## config.mk

```make
export PLATFORM = sky130hd
export DESIGN_NAME = afe_adc_emu
export DESIGN_NICKNAME = d
export VERILOG_FILES = /design/src/rtl/afe_adc_emu.sv
export SDC_FILE = /design/constraint.sdc
export NUM_CORES = 1
export LEC_CHECK = 0
export ABC_AREA = 1
export BUFFER_PORTS_ARGS = -buffer_cell sky130_fd_sc_hd__buf_2
export CAP_MARGIN = 20
export CORE_MARGIN = 1
export CORE_UTILIZATION = 51
export DETAILED_ROUTE_END_ITERATION = 10
export MAX_ROUTING_LAYER = met4
export PLACE_DENSITY = 0.76
export SETUP_SLACK_MARGIN = 0.15
export SLEW_MARGIN = 5
export SYNTH_ARGS = -nofsm -noshare
export SYNTH_HDL_FRONTEND = slang
export SYNTH_SLANG_ARGS = --single-unit
```

## constraint.sdc

```tcl
create_clock -name sclk_2x -period 2.1 [get_ports sclk_2x]
set_clock_uncertainty 0.05 [all_clocks]
set_input_delay 0 -clock sclk_2x [delete_from_list [all_inputs] [get_ports sclk_2x]]
set_output_delay 0 -clock sclk_2x [all_outputs]
set_load 0.005 [all_outputs]
```

## src/rtl/afe_adc_emu.sv

```systemverilog
// -----------------------------------------------------------------------------
// afe_adc_emu
//
// Synthesizable stand-in for the ADC side of an AFE. It emits interleaved I/Q
// sample words on a sel-tagged bus, one word per sclk_2x rising edge:
// sel=1 marks an I word and sel=0 marks the Q word of the same pair. The
// emulator is used in bring-up and self-test builds. Its patterns are
// deterministic, so the receive path and FIFO can be checked bit-exactly.
//
// Patterns (mode): 0 RAMP, 1 CONST, 2 PRBS (x^15+x^14+1), 3 COUNT.
//
// Ports:
//   sclk_2x   in   word clock, one I or Q word per rising edge
//   reset     in   asynchronous, active-high reset
//   en        in   stream enable (level); a started pair is always completed
//   restart   in   single-cycle pulse, clears ramp acc / LFSR / pair counter
//   mode      in   pattern select, sampled at the start of each pair
//   step      in   ramp increment per pair
//   const_i   in   I value for CONST mode
//   const_q   in   Q value for CONST mode
//   d         out  registered sample word
//   sel       out  1 = d carries I, 0 = d carries Q
//   pair_cnt  out  number of complete pairs emitted (wraps at 2^32)
//   active    out  1 while a pair stream is being emitted
//
// The LFSR slices assume a word width of at most 15 bits, and the COUNT
// pattern assumes a pair width of at most 32 bits.
// -----------------------------------------------------------------------------
module afe_adc_emu #(
    parameter int unsigned IQ_PAIR_WIDTH = 24,
    parameter logic [14:0] PRBS_SEED     = 15'h0001
) (
    input  logic                         sclk_2x,
    input  logic                         reset,
    input  logic                         en,
    input  logic                         restart,
    input  logic [1:0]                   mode,
    input  logic [IQ_PAIR_WIDTH/2-1:0]   step,
    input  logic [IQ_PAIR_WIDTH/2-1:0]   const_i,
    input  logic [IQ_PAIR_WIDTH/2-1:0]   const_q,
    output logic [IQ_PAIR_WIDTH/2-1:0]   d,
    output logic                         sel,
    output logic [31:0]                  pair_cnt,
    output logic                         active
);

    localparam int unsigned W = IQ_PAIR_WIDTH / 2;

    localparam logic [1:0] MODE_RAMP  = 2'd0;
    localparam logic [1:0] MODE_CONST = 2'd1;
    localparam logic [1:0] MODE_PRBS  = 2'd2;
    localparam logic [1:0] MODE_COUNT = 2'd3;

    typedef enum logic [1:0] {
        IDLE   = 2'd0,
        EMIT_I = 2'd1,
        EMIT_Q = 2'd2
    } state_t;

    state_t         state_q, state_d;
    logic [W-1:0]   d_q, d_d;
    logic           sel_q, sel_d;
    logic           active_q, active_d;
    logic [31:0]    pair_cnt_q, pair_cnt_d;
    logic [W-1:0]   acc_q, acc_d;
    logic [14:0]    lfsr_q, lfsr_d;
    logic [W-1:0]   q_lat_q, q_lat_d;

    logic [W-1:0]   gen_i;
    logic [W-1:0]   gen_q;
    logic [14:0]    lfsr_next;

    // Fibonacci step: feedback from taps 15 and 14 enters at bit 0.
    assign lfsr_next = {lfsr_q[13:0], lfsr_q[14] ^ lfsr_q[13]};

    // Candidate I/Q words for a pair that would start on this edge. They are
    // only used when the FSM loads a new I word.
    always_comb begin
        gen_i = '0;
        gen_q = '0;
        case (mode)
            MODE_RAMP: begin
                gen_i = acc_q;
                gen_q = ~acc_q;
            end
            MODE_CONST: begin
                gen_i = const_i;
                gen_q = const_q;
            end
            MODE_PRBS: begin
                gen_i = lfsr_q[W-1:0];
                gen_q = lfsr_q[14:15-W];
            end
            MODE_COUNT: begin
                gen_i = pair_cnt_q[W-1:0];
                gen_q = pair_cnt_q[2*W-1:W];
            end
            default: begin
                gen_i = '0;
                gen_q = '0;
            end
        endcase
    end

    // Next-state and output logic. A pair starts from IDLE or EMIT_Q when en
    // is high. EMIT_I always finishes the pair, so sel strictly alternates.
    // restart is applied last so that it overrides any advance on the same
    // edge, while the pair being loaded still uses the pre-restart values.
    always_comb begin
        state_d    = state_q;
        d_d        = d_q;
        sel_d      = sel_q;
        active_d   = active_q;
        pair_cnt_d = pair_cnt_q;
        acc_d      = acc_q;
        lfsr_d     = lfsr_q;
        q_lat_d    = q_lat_q;

        case (state_q)
            IDLE, EMIT_Q: begin
                if (en) begin
                    state_d  = EMIT_I;
                    d_d      = gen_i;
                    sel_d    = 1'b1;
                    active_d = 1'b1;
                    q_lat_d  = gen_q;
                    if (mode == MODE_RAMP) begin
                        acc_d = acc_q + step;
                    end
                    if (mode == MODE_PRBS) begin
                        lfsr_d = lfsr_next;
                    end
                end else begin
                    state_d  = IDLE;
                    d_d      = '0;
                    sel_d    = 1'b0;
                    active_d = 1'b0;
                end
            end
            EMIT_I: begin
                state_d    = EMIT_Q;
                d_d        = q_lat_q;
                sel_d      = 1'b0;
                active_d   = 1'b1;
                pair_cnt_d = pair_cnt_q + 32'd1;
            end
            default: begin
                state_d  = IDLE;
                d_d      = '0;
                sel_d    = 1'b0;
                active_d = 1'b0;
            end
        endcase

        if (restart) begin
            acc_d      = '0;
            lfsr_d     = PRBS_SEED;
            pair_cnt_d = '0;
        end
    end

    always_ff @(posedge sclk_2x or posedge reset) begin
        if (reset) begin
            state_q    <= IDLE;
            d_q        <= '0;
            sel_q      <= 1'b0;
            active_q   <= 1'b0;
            pair_cnt_q <= '0;
            acc_q      <= '0;
            lfsr_q     <= PRBS_SEED;
            q_lat_q    <= '0;
        end else begin
            state_q    <= state_d;
            d_q        <= d_d;
            sel_q      <= sel_d;
            active_q   <= active_d;
            pair_cnt_q <= pair_cnt_d;
            acc_q      <= acc_d;
            lfsr_q     <= lfsr_d;
            q_lat_q    <= q_lat_d;
        end
    end

    assign d        = d_q;
    assign sel      = sel_q;
    assign active   = active_q;
    assign pair_cnt = pair_cnt_q;

endmodule
```

# After elaboration in Yosys (flattened, before gate mapping)
# Cells that the tools add are included.
# classes
n_addsub,2
muxes,19
bitwise_logic,2
reduce_logical,11
eq_ne,5
# ops
op,count
$pmux W12 S4,2
$mux W32,2
$mux W12,5
$mux W15,4
$add A32 B1 Y32 const B,1
$pmux W12 S2,1
$add A12 B12 Y12,1
$not A12 Y12,1
$reduce_bool A2 Y1,5
$eq A2 B2 Y1 const B,3
$reduce_and A3 Y1,2
$eq A2 B1 Y1 const B,2
$logic_not A2 Y1,2
$pmux W2 S2,1
$mux W1,3
$pmux W1 S2,1
$reduce_and A2 Y1,1
$reduce_or A2 Y1,1
$xor A1 B1 Y1,1
# totals
wordCells,47
in_bits,42
regBits,87

# Logic depth before layout (Yosys ltp)
# logic_depth
word_depth,5
ltp_mapped,10
ltp_nobuf,10

# Worst setup path after synthesis
# OpenSTA, ideal clock, no wires.
# synth_path
path_kind,reg2reg
start,register acc_q[0]
end,register acc_q[6]
path_stages_with_launch,9
t_arrival_ns,1.461
synth_period_minus_slack_ns,1.636
setup_slack_ns,0.464
setup_time_ns,0.126
cell_sequence,dfrtp_1 > ha_1 > fa_1 > nand3_1 > nand3_1 > nand2_1 > nand2_1 > nor2_1 > o22ai_1
# synth_via
elab_chain_cells,5
# synth_rtl
item,line_no,source
"start, declared",65,"logic [W-1:0] acc_q, acc_d;"
"start signal, assigned",169,acc_q <= '0;
"start signal, assigned",178,acc_q <= acc_d;
$add A12 B12 Y12,128,acc_d = acc_q + step;
$mux W12,127,if (mode == MODE_RAMP) begin
$mux W12,121,if (en) begin
$mux W12,119,case (state_q)
$mux W12,155,if (restart) begin
# Every way passes these cells. The select of a mux whose other input is x is not followed.
# A chain may end at the register's enable or synchronous reset.

# Final worst setup path
# Ends and elaborated chain as after synthesis.

==> flow_summary_export.csv <==
group,metric,value,unit
run_status,status,"finished, final reports clean",
sta,fmax,0.553,GHz
worst_setup_path,critPathRequiredTime,2.31,ns
sta,slew_headroom,66.4,%
worst_setup_path,critical-path-slowest-cell,"fa_2",
worst_setup_path,cp_top_family,"adder cells",
clocking,cts_setup_buffers,0,
worst_setup_path,setup.reg_to_reg.worst_slack,0.29,ns
routing,wire_per_inst,16.4,um
routing,drc,0,
worst_setup_path,path_buf_inv,0,
power,p_leak,3.05,nW
synthesis,avgSynthCellArea,7.02,um2
die,rows,36,
placement,port_buffers,87,
routing,ant_nets,0,
die,die_w,103,um
power,p_switching,1.07,mW
layout,fill_cells,900,
placement,routabilityCongestion,0.921,
global_routing,grt_pass1_wl,25.8,mm
routing,drt-total-wl,16.3,mm
die,die_y,103,um
worst_setup_path,worstPathMaxFanout,4,
worst_setup_path,rr_endpoint,"acc_q[6]$_DFFE_PP0P_",
die,coreArea,0.00986,mm2
worst_setup_path,path_class,"reg2reg",
hold_path,min_to,"q_lat_q[10]$_DFFE_PP0P_",
sta,fin_setup_tns,0,ns
power,cellPowerDensity,603,mW/mm2
layout,regArea,0.00215,mm2
layout,multiInputGateArea,0.00264,mm2
sta,setup_viol,0,
global_routing,grt_max_degree,87,
clocking,clock-sinks,86,
layout,area_delta_synth_final,21.0,%
synthesis,synth_largest_area_cell,"dfrtp_1",
hold_path,hold_class,"in2reg",
hold_path,whs_path_depth,5,
routing,via_count,5434,
layout,antenna_cells,0,
sta,min_period,1.81,ns
clocking,cts_buffers,9,
synthesis,synth_edf_count,0,
routing,first_pass_iters,5,
placement,hpwl,12.3,mm
worst_setup_path,worstSetupEndpointType,"flop",
die,initial_core_util,53.0,%
job,maxCapViolations,0,
sta,finalCritPeriodShare,86.2,%
power,vdd.ir_drop.worst,0.362,mV
synthesis,synth_top_area_share,40.7,%
clocking,cts_tree,"done",
global_routing,grt.total_usage,33.6,%
power,power,3.81,mW
clocking,h-tree-depth,3,
synthesis,synth-seq-cells,86,
synthesis,syn_area,0.00523,mm2
sta,rsz0062_at_grt,"true",
power,combinationalPowerShare,14.4,%
hold_path,min_from,"const_q[10]",
worst_setup_path,worstPathCellList,"ha_1, fa_2, nand3_1, nand3_1, nand2_1, nand2_1, nor2_1, o22ai_1",
clocking,cts-root-buf,"clkbuf_8",
layout,layout.nets,913,
sta,slew_viol_final,0,
worst_setup_path,path_depth,8,
worst_setup_path,r2r_start,"acc_q[0]$_DFFE_PP0P_",
clocking,insertion_delay,0.38,ns
global_routing,grt_antenna_before_repair,0,
synthesis,async_reset_ff_share,100,%
sta,hold_violations,0,
worst_setup_path,crit_path_start,"acc_q[0]$_DFFE_PP0P_",
global_routing,grt_overflow,0,
power,p_sw_share,28.0,%
synthesis,synth.most_common_cell,"nand2_1",
worst_setup_path,worst_path_largest_cell_delay,0.40,ns
routing,viasPerCell,5.46,
worst_setup_path,cp.arrival,2.02,ns
global_routing,grt_pass1_vias,4998,
worst_setup_path,worst_setup_path_start_kind,"flop",
synthesis,ys_warn_count,0,
worst_setup_path,r2r_cells,8,
clocking,clock_path_buffers,2,
synthesis,ys_types,36,
synthesis,yosysSeqAreaShare,41.2,%
clocking,path_clk_slew,0.09,ns
die,dieArea,0.0107,mm2
synthesis,syn_inst,744,
die,pin_count,88,
power,power.internal,2.75,mW
sta,worst_pin_slew,0.501,ns
routing,drt-initial-drc-count,401,
layout,layout-drive-gt1-share,17.1,%
synthesis,synth_area_leaders,"dfrtp_1, nand2_1, nor2_1",
power,p_seq_share,46.7,%
synthesis,ys.flop_type,"dfrtp_1",
power,p_clk_share,38.9,%
synthesis,synth_nets,799,
synthesis,ys_top_cells_by_count,"nand2_1, dfrtp_1, nor2_1",
==> cell type report <==
class | count | share of cell area [%]
Sequential cell | 86 | 34.1
Clock inverter | 7 | 1.98
Multi-Input combinational cell | 548 | 41.7
Clock buffer | 9 | 1.96
Inverter | 91 | 5.46
Tap cell | 133 | 2.63
Timing Repair Buffer | 122 | 12.2
==> cell families after synthesis <==
| logic type | count (synthesis) | synth area share (%) |
|---|---|---|
| simple gates | 395 | 32.4 |
| buf+inv | 110 | 8.50 |
| xor+xnor | 2 | 0.335 |
| fa+ha+maj | 13 | 3.26 |
| flops | 86 | 41.2 |
| compound gates | 138 | 14.3 |
==> flip-flops by register name, indices dropped and copies added (netlist names) <==
register  count
q_lat_q      12
d            12
acc_q        12
active        1
pair_cnt     32
lfsr_q       15
state_q       2
==> power groups by stage <==
stage | registers (mW) | clock network (mW) | logic (mW)
after detailed placement | 1.81 | 0 | 0.512
after floorplan | 1.81 | 0 | 0.313
after CTS | 1.78 | 1.51 | 0.546
final | 1.78 | 1.48 | 0.549
after global placement | 1.81 | 0 | 0.507
after global routing | 1.79 | 1.56 | 0.610
==> how the worst max path moves through the flow <==
stage                                to  slack [ns]
3_5_place_dp       acc_q[8]$_DFFE_PP0P_        0.27
2_1_floorplan      acc_q[6]$_DFFE_PP0P_        0.46
6_report           acc_q[6]$_DFFE_PP0P_        0.29
3_3_place_gp       acc_q[8]$_DFFE_PP0P_        0.28
4_1_cts            acc_q[8]$_DFFE_PP0P_        0.24
5_1_grt        pair_cnt[15]$_DFFE_PP0P_        0.13
==> worst min-delay path, stage by stage <==
cell and delay (ns):
buf_2 0.08, nand2_1 0.04, o221ai_1 0.08, nor2_1 0.05, a21oi_1 0.13
==> routing by layer <==
metal,global-route usage [%],routed length (um),up-vias
li1,-,-,2652
met2,50.6,7400,208
met1,47.2,7590,2548
met3,3.97,1070,26
met5,-,0,-
met4,11.2,291,0
==> timing repair <==
item                                    4_1_cts  5_1_grt
hold buffers                                 23        0
endpoints found under the hold margin       108        0
endpoints found under the setup margin        0        6
gates resized for setup                       0        3
==> per-stage QoR <==
step	area, um2	worst slack (ns)	util [%]	cells	hold slack, ns
3_3_place_gp	5830	0.281	59.1	957	0.124
5_1_grt	6320	0.127	64.1	996	0.0344
3_5_place_dp	5830	0.266	59.1	957	0.125
4_1_cts	6310	0.245	64.0	996	0.00120
2_1_floorplan	5230	0.464	-	744	0.0235
6_report	6320	0.291	64.1	996	0.000980
==> placed cells by master (no fill, tap or decap), types with 2 or more instances in the layout <==
cell type / instances
dfrtp_1: 85
o211ai_1: 3
dlygate4sd3_1: 23
nor2_8: 2
inv_1: 80
a21oi_1: 44
inv_2: 10
nor2_4: 3
inv_6: 3
nand2_1: 219
buf_4: 11
o21ai_0: 39
buf_2: 87
ha_1: 12
nand4_1: 21
bufinv_16: 3
a31oi_1: 5
o221ai_1: 3
nand3_1: 50
nor2_1: 83
nor3_1: 3
o21ai_1: 28
a211oi_1: 3
or2_2: 2
nor2_2: 5
nand2_2: 5
nor3_2: 2
o22ai_1: 9
clkbuf_8: 9
Note: power is estimated with default switching activity, not from simulation.
